===== src/rtl/riscv_pkg.sv =====
// Shared types for the single-core test build.
// mon_state_t fixes the run_timer_monitor debug encoding (o_state) so that
// debug tooling decodes it the same way as the RTL.
package riscv_pkg;

    typedef enum logic [1:0] {
        MON_IDLE    = 2'd0,
        MON_RUN     = 2'd1,
        MON_DONE    = 2'd2,
        MON_TIMEOUT = 2'd3
    } mon_state_t;

endpackage


===== src/rtl/blink_prescaler.sv =====
// Free-running wrapping up-counter used to derive LED blink rates.
// Ports:
//   clk      - counter clock
//   reset    - asynchronous active-high clear
//   slow_tap - counter bit SLOW_BIT (period 2^(SLOW_BIT+1) cycles)
//   fast_tap - counter bit FAST_BIT (period 2^(FAST_BIT+1) cycles)
module blink_prescaler #(
    parameter int unsigned WIDTH    = 26,
    parameter int unsigned SLOW_BIT = 25,
    parameter int unsigned FAST_BIT = 21
) (
    input  logic clk,
    input  logic reset,
    output logic slow_tap,
    output logic fast_tap
);

    logic [WIDTH-1:0] count;

    always_ff @(posedge clk or posedge reset) begin
        if (reset) begin
            count <= '0;
        end else begin
            count <= count + WIDTH'(1);
        end
    end

    assign slow_tap = count[SLOW_BIT];
    assign fast_tap = count[FAST_BIT];

endmodule


===== src/rtl/run_timer_monitor.sv =====
// Measures core run time from start to completion, with optional timeout.
// Ports:
//   clk           - core clock
//   reset         - asynchronous active-high reset
//   i_start       - level, high once the core is out of reset
//   i_done        - level, core completion flag (same clock domain)
//   o_led         - registered status LED (off / heartbeat / solid / fast blink)
//   o_cycle_count - running count, frozen in DONE, TIMEOUT_CYCLES in TIMEOUT
//   o_count_valid - high in DONE
//   o_timeout     - high in TIMEOUT
//   o_state       - debug state encoding (mon_state_t)
module run_timer_monitor
    import riscv_pkg::*;
#(
    parameter int unsigned CNT_WIDTH       = 48,
    parameter int unsigned TIMEOUT_CYCLES  = 0,
    parameter int unsigned HEARTBEAT_LOG2  = 26,
    parameter int unsigned FAST_BLINK_LOG2 = 22
) (
    input  logic                 clk,
    input  logic                 reset,
    input  logic                 i_start,
    input  logic                 i_done,
    output logic                 o_led,
    output logic [CNT_WIDTH-1:0] o_cycle_count,
    output logic                 o_count_valid,
    output logic                 o_timeout,
    output logic [1:0]           o_state
);

    localparam bit                   TIMEOUT_EN   = (TIMEOUT_CYCLES != 0);
    localparam logic [CNT_WIDTH-1:0] TIMEOUT_VAL  = CNT_WIDTH'(TIMEOUT_CYCLES);
    localparam logic [CNT_WIDTH-1:0] TIMEOUT_LAST = TIMEOUT_VAL - CNT_WIDTH'(1);

    mon_state_t           state, state_d;
    logic [CNT_WIDTH-1:0] count, count_d;
    logic                 led_d;
    logic                 slow_tap, fast_tap;

    blink_prescaler #(
        .WIDTH    (HEARTBEAT_LOG2),
        .SLOW_BIT (HEARTBEAT_LOG2 - 1),
        .FAST_BIT (FAST_BLINK_LOG2 - 1)
    ) u_prescaler (
        .clk      (clk),
        .reset    (reset),
        .slow_tap (slow_tap),
        .fast_tap (fast_tap)
    );

    always_comb begin
        state_d = state;
        count_d = count;
        unique case (state)
            MON_IDLE: begin
                if (i_start) begin
                    state_d = MON_RUN;
                end
            end
            MON_RUN: begin
                // Done has priority over timeout; count freezes without
                // counting the cycle in which done was seen.
                if (i_done) begin
                    state_d = MON_DONE;
                end else if (TIMEOUT_EN && (count == TIMEOUT_LAST)) begin
                    state_d = MON_TIMEOUT;
                    count_d = TIMEOUT_VAL;
                end else if (count != '1) begin
                    count_d = count + CNT_WIDTH'(1);
                end
            end
            default: begin
            end
        endcase
    end

    always_comb begin
        led_d = 1'b0;
        unique case (state)
            MON_IDLE:    led_d = 1'b0;
            MON_RUN:     led_d = slow_tap;
            MON_DONE:    led_d = 1'b1;
            MON_TIMEOUT: led_d = fast_tap;
            default:     led_d = 1'b0;
        endcase
    end

    always_ff @(posedge clk or posedge reset) begin
        if (reset) begin
            state <= MON_IDLE;
            count <= '0;
            o_led <= 1'b0;
        end else begin
            state <= state_d;
            count <= count_d;
            o_led <= led_d;
        end
    end

    assign o_state       = state;
    assign o_cycle_count = count;
    assign o_count_valid = (state == MON_DONE);
    assign o_timeout     = (state == MON_TIMEOUT);

endmodule

===== config.mk =====
export PLATFORM = sky130hd
export DESIGN_NAME = run_timer_monitor
export DESIGN_NICKNAME = d
export VERILOG_FILES = /design/src/rtl/riscv_pkg.sv /design/src/rtl/blink_prescaler.sv /design/src/rtl/run_timer_monitor.sv
export SDC_FILE = /design/constraint.sdc
export NUM_CORES = 1
export LEC_CHECK = 0
export ABC_CLOCK_PERIOD_IN_PS = 3400
export CAP_MARGIN = 20
export CORE_AREA = 2 2 85 87
export CTS_BUF_LIST = sky130_fd_sc_hd__clkbuf_4 sky130_fd_sc_hd__clkbuf_8 sky130_fd_sc_hd__clkbuf_16
export CTS_CLUSTER_SIZE = 24
export DETAILED_ROUTE_END_ITERATION = 10
export DIE_AREA = 0 0 87 89
export GPL_ROUTABILITY_DRIVEN = 0
export HOLD_SLACK_MARGIN = 0.1
export PLACE_DENSITY = 0.88
export SLEW_MARGIN = 20
export SYNTH_ARGS = -nofsm -noshare
export SYNTH_HDL_FRONTEND = slang
export SYNTH_SLANG_ARGS = --single-unit

===== constraint.sdc =====
create_clock -name clk -period 3.4 [get_ports clk]
set_clock_uncertainty 0.15 [all_clocks]
set_input_delay 0.51 -clock clk [delete_from_list [all_inputs] [get_ports clk]]
set_output_delay 0.51 -clock clk [all_outputs]
set_load 0.02 [all_outputs]

==> flow_summary.yaml, run 1 <==
outcome:
  status: "finished clean"
placed_design:
  port_buffers: 56
  hpwl_um: 5220
  dp.cells: 447
  preCtsSetupSlack_ns: 0.665
min_path:
  worstHoldStart: "u_prescaler.count[13]$_DFF_PP0_"
  whs_endpoint: "u_prescaler.count[13]$_DFF_PP0_"
  hp-class: "reg -> reg"
  hold_depth: 1
cts:
  clkTransAtPathRegs_ns: 0.08
  cts_sinks: 77
  cts_tree: "yes"
  post_cts_resized: 0
  cts_setup_buffers: 0
  root_buffer: "clkbuf_8"
  clockBufferDepth: 2
  insertion_delay_ns: 0.34
  cts_max_level: 3
  ctsHoldBuffers: 0
  cts_buffers: 9
critical_path:
  arrival_ns: 2.73
  crit_fanout: 14
  r2r_slack_ns: 0.79
  r2r_start: "o_cycle_count[0]$_DFFE_PP0P_"
  ff2ff_path_depth: 7
  cp-start-kind: "register"
  cp_data_required_time_ns: 3.52
  critPathKind: "reg -> reg"
  endpoint_kind: "register"
  r2r_end: "o_cycle_count[28]$_DFFE_PP0P_"
timing:
  fmax_ghz: 0.383
  layout_setup_ws_ns: 0.787
  finalHoldViolations: 0
  whs_ns: 0.322
  finalCritPeriodShare: 0.768
  setup_viol: 0
  setup_tns_ns: 0
  grt_setup_unrepaired: "no"
  slew_violations: 0
  period_minus_slack_ns: 2.61
  slew-limit-headroom: 0.511
  worst_slew_pin_slew_ns: 0.729
synthesis:
  seq_area_frac_synth: 0.542
  synth_area_leaders: "dfrtp_1 (54%), xnor2_1 (13%), nand4_1 (4.8%)"
  synthesis.area_um2: 3550
  async_flop_share: 1.00
  synth.distinct_cells: 36
  synth_edf_count: 0
  synth_cells: 313
  avgSynthCellArea_um2: 11.4
  ys_ff_latch: 77
  synth_fp_nets: 319
  yosysWarnings: 0
  dominantRegCellSynth: "dfrtp_1"
  synth_top_cell_area_share: 0.542
  yosys.area.top_type: "dfrtp_1"
global_routing:
  track_usage: 0.203
  grt_max_degree: 29
  grt_antenna_before_repair: 0
  first_global_vias: 2602
  grt_overflow: 0
  grt_pass1_wl_um: 12200
power:
  p_comb_frac: 0.090
  pwr-share-seq: 0.530
  total_power_w: 0.00183
  power_switching_w: 0.000442
  swShare: 0.242
  p_leak_nw: 1.93
  clockPowerShare: 0.380
  ir_worst_vdd_mv: 0.202
  powerDensity_nw_per_um2: 415
  p_int_w: 0.00139
final_layout:
  layout_common_cells: "dfrtp_1 (77), clkdlybuf4s50_1 (56), xnor2_1 (54)"
  antenna_cells: 0
  layout-drive-gt1-share: 0.0838
  fin_nets: 384
  fin_cells: 462
  multi_input_area_um2: 1570
  final.fill_count: 488
  area_delta_synth_final_pct: 23.9
  final_common_cell: "dfrtp_1"
  layout.area.seq_um2: 1930
drt:
  vias_per_cell: 5.74
  routed_wl_um: 7290
  via_count: 2651
  drt_iter0_markers: 200
  drc: 0
  wl_per_cell_um: 15.8
  drt-pass1-iter-count: 4
  antenna_left: 0
floorplanning:
  die_w_um: 87
  ios: 57
  rows: 30
  die_h_um: 89
  die_area_um2: 7740
  core_um2: 6720
  start_util: 0.529
flow_run:
  drv_cap: 0
-- per-stage QoR --
stage / area [um^2] / utilization
after floorplan: 3550 / -
after global routing: 4410 / 0.656
after global placement: 4210 / 0.626
after detailed placement: 4210 / 0.626
after CTS: 4410 / 0.656
final: 4410 / 0.656
-- layer usage --
metal	vias to the layer above	GRT usage	wire, um
met4	0	0.112	172
met5	-	0	0
met1	1321	0.276	3290
met3	14	0.0314	332
li1	1238	-	-
met2	78	0.314	3500
-- critical path: stages, from the launching register on --
cell and delay (ns):
dfrtp_1 0.44, ha_1 0.26, nand3_1 0.10, nor2_1 0.30
nand4_1 0.23, nor4_4 0.60, nor3b_2 0.30, xor2_1 0.15
-- cell type report --
type                    count  share of cell area
clock buffers              11              0.0344
clock inverters             4              0.0108
inverters                   8             0.00682
multi-input cells         223               0.356
flip-flops and latches     77               0.437
well taps                  80              0.0227
repair buffers             59               0.132
-- sequential cells by signal (all words and copies together) (netlist names) --
signal             count
o_cycle_count         48
u_prescaler.count     26
o_state                2
o_led                  1
-- how the worst max path moves through the flow --
stage,to,cells after the start,slack [ns],from
3_5_place_dp,o_cycle_count[28]$_DFFE_PP0P_,6,0.66,i_done
4_1_cts,o_cycle_count[28]$_DFFE_PP0P_,7,0.82,o_cycle_count[0]$_DFFE_PP0P_
6_report,o_cycle_count[28]$_DFFE_PP0P_,7,0.79,o_cycle_count[0]$_DFFE_PP0P_
2_1_floorplan,o_cycle_count[0]$_DFFE_PP0P_,1,0.77,reset
5_1_grt,o_cycle_count[38]$_DFFE_PP0P_,7,0.59,o_cycle_count[0]$_DFFE_PP0P_
3_3_place_gp,o_cycle_count[28]$_DFFE_PP0P_,6,0.70,i_done
-- synthesized netlist by cell type, types with 2 or more instances --
cell type and count:
nor4_1 2, ha_1 2, dfrtp_1 77, a21oi_1 4
and2_1 2, and4_1 9, xor2_1 17, and3_1 15
and4_4 2, nand3_1 29, nor4_4 3, clkbuf_1 2
nor3_1 4, nand4_1 27, inv_1 8, nor2_1 15
nand2_1 23, xnor2_1 54
-- cell families (layout without fill, tap and decap cells) --
kind of cell | after synthesis | after routing | share of synthesized area
compound gates | 10 | 10 | 0.0204
buf+inv | 13 | 82 | 0.0172
simple gates | 139 | 139 | 0.235
fa+ha+maj | 2 | 2 | 0.00704
xor+xnor | 71 | 71 | 0.175
mux | 1 | 1 | 0.00317
flops | 77 | 77 | 0.542
-- power by group through the flow --
stage               combinational (W)  sequential [W]  clock (W)
CTS                          0.000167        0.000969   0.000704
floorplan                   0.0000582         0.00101          0
global placement             0.000162        0.000986          0
finish                       0.000165        0.000969   0.000694
global route                 0.000179        0.000975   0.000740
detailed placement           0.000166        0.000988          0
Power figures use the tool's default switching activity.
==> inputs of run 2 (changes only) <==
- ABC_CLOCK_PERIOD_IN_PS: 3400 -> 2600
- clock period: 3.4 -> 2.6 ns (I/O delays scaled with it)
==> run 2 against run 1 <==
Against the previous run: hold slack worse by 0.024 ns; count of clock-buffer cells in the layout is the same; power increased by 32%; combinational power up 58%; final cell count is 1.5% higher; first-iteration DRC count shrank 25%; register-to-register slack worse by 0.62 ns; critical path type unchanged; largest power group unchanged.
==> flow_summary.yaml, run 2 (same netlist as run 1, synthesis figures left out) <==
cts:
  clockBufferDepth: 2
  cts_sinks: 77
  cts_setup_buffers: 0
  insertion_delay_ns: 0.34
  clkTransAtPathRegs_ns: 0.07
  cts_buffers: 9
  post_cts_resized: 0
  ctsHoldBuffers: 0
  cts_tree: "yes"
  root_buffer: "clkbuf_8"
  cts_max_level: 3
final_layout:
  antenna_cells: 0
  layout.area.seq_um2: 1930
  layout_common_cells: "dfrtp_1 (77), clkdlybuf4s50_1 (56), xnor2_1 (54)"
  fin_cells: 469
  largest_reg_flops: 48
  multi_input_area_um2: 1570
  fin_nets: 391
  final.fill_count: 507
  final_common_cell: "dfrtp_1"
  area_delta_synth_final_pct: 25.4
  layout-drive-gt1-share: 0.100
drt:
  drc: 0
  drt_iter0_markers: 151
  wl_per_cell_um: 15.7
  vias_per_cell: 5.68
  routed_wl_um: 7350
  via_count: 2665
  antenna_left: 0
  drt-pass1-iter-count: 4
placed_design:
  dp.cells: 454
  hpwl_um: 5360
  port_buffers: 56
critical_path:
  cp-start-kind: "register"
  cp-startpoint: "o_cycle_count[1]$_DFFE_PP0P_"
  endpoint_kind: "register"
  r2r_start: "o_cycle_count[1]$_DFFE_PP0P_"
  crit_fanout: 11
  cp_data_required_time_ns: 2.68
  arrival_ns: 2.51
  critPathKind: "reg -> reg"
floorplanning:
  ios: 57
  start_util: 0.529
  die_w_um: 87
  die_h_um: 89
  core_um2: 6720
  rows: 30
  die_area_um2: 7740
power:
  clockPowerShare: 0.375
  p_int_w: 0.00183
  powerDensity_nw_per_um2: 541
  pwr-share-seq: 0.517
  ir_worst_vdd_mv: 0.328
  power_switching_w: 0.000582
  p_leak_nw: 1.96
  swShare: 0.241
  p_comb_frac: 0.108
timing:
  grt_setup_unrepaired: "no"
  worst_slew_pin_slew_ns: 0.843
  slew-limit-headroom: 0.437
  finalCritPeriodShare: 0.934
  finalHoldViolations: 0
  slew_violations: 0
  period_minus_slack_ns: 2.43
  setup_tns_ns: 0
  setup_viol: 0
  fmax_ghz: 0.412
global_routing:
  first_global_vias: 2660
  met3_usage: 0.0286
  grt_overflow: 0
  busiest_layer: "met2"
  grt_pass1_wl_um: 12400
  use_met1: 0.282
  globalRouteMet2Util: 0.322
  grt_max_degree: 46
  grt_antenna_before_repair: 0
  track_usage: 0.206
min_path:
  hp-class: "in -> async"
outcome:
  status: "finished clean"
flow_run:
  drv_cap: 0
-- run 2: power by group through the flow --
stage | registers, W | clock network (W) | logic [W]
floorplan | 0.00132 | 0 | 0.0000762
global placement | 0.00127 | 0 | 0.000257
detailed placement | 0.00127 | 0 | 0.000263
CTS | 0.00125 | 0.000917 | 0.000263
global route | 0.00125 | 0.000966 | 0.000280
finish | 0.00125 | 0.000904 | 0.000261
-- run 2: metal layers --
metal,part of all wire,routed length [um],up-vias
li1,-,-,1250
met4,0.024,180,0
met1,0.47,3450,1333
met3,0.028,206,18
met2,0.48,3510,64
met5,0,0,-
-- run 2: path summary, 6_finish.rpt --
check	endpoint	depth (start not counted)	slack, ns
max	o_cycle_count[1]$_DFFE_PP0P_	6	0.17
min	o_led$_DFF_PP0_	3	0.30
max reg2reg	o_cycle_count[1]$_DFFE_PP0P_	6	0.17
min reg2reg	u_prescaler.count[7]$_DFF_PP0_	1	0.32
max in group asynchronous	o_cycle_count[19]$_DFFE_PP0P_	3	1.55
min in group clk	u_prescaler.count[7]$_DFF_PP0_	1	0.32
-- run 2: final cells by class --
cell class                      instances  share of cell area
Clock inverter                          4              0.0107
Timing Repair Buffer                   66               0.143
Clock buffer                           11              0.0340
Tap cell                               80              0.0225
Inverter                                8             0.00674
Multi-Input combinational cell        223               0.351
Sequential cell                        77               0.432
-- run 2: critical path: stages, from the launching register on --
cell and delay [ns]:
dfrtp_1 0.44, ha_1 0.25, nand3_1 0.10, nor2_1 0.07
and4_1 0.21, a21boi_1 0.69, mux2_2 0.41
-- run 2: through the flow --
stage                      util  area [um^2]  setup slack (ns)  hold slack (ns)  total power [W]
final                     0.664         4460             0.171            0.299          0.00241
after global routing      0.664         4460            0.0541            0.322          0.00250
after CTS                 0.664         4460             0.189            0.310          0.00243
after detailed placement  0.634         4260            0.0286            0.306          0.00153
after global placement    0.634         4260             0.107            0.302          0.00153
after floorplan               -         3550            0.0933            0.288          0.00139
==> inputs of run 3 (changes only) <==
- CAP_MARGIN: 20 -> default
==> results of run 3 <==
Final layout, timing and power as in run 2 (identical DEF).
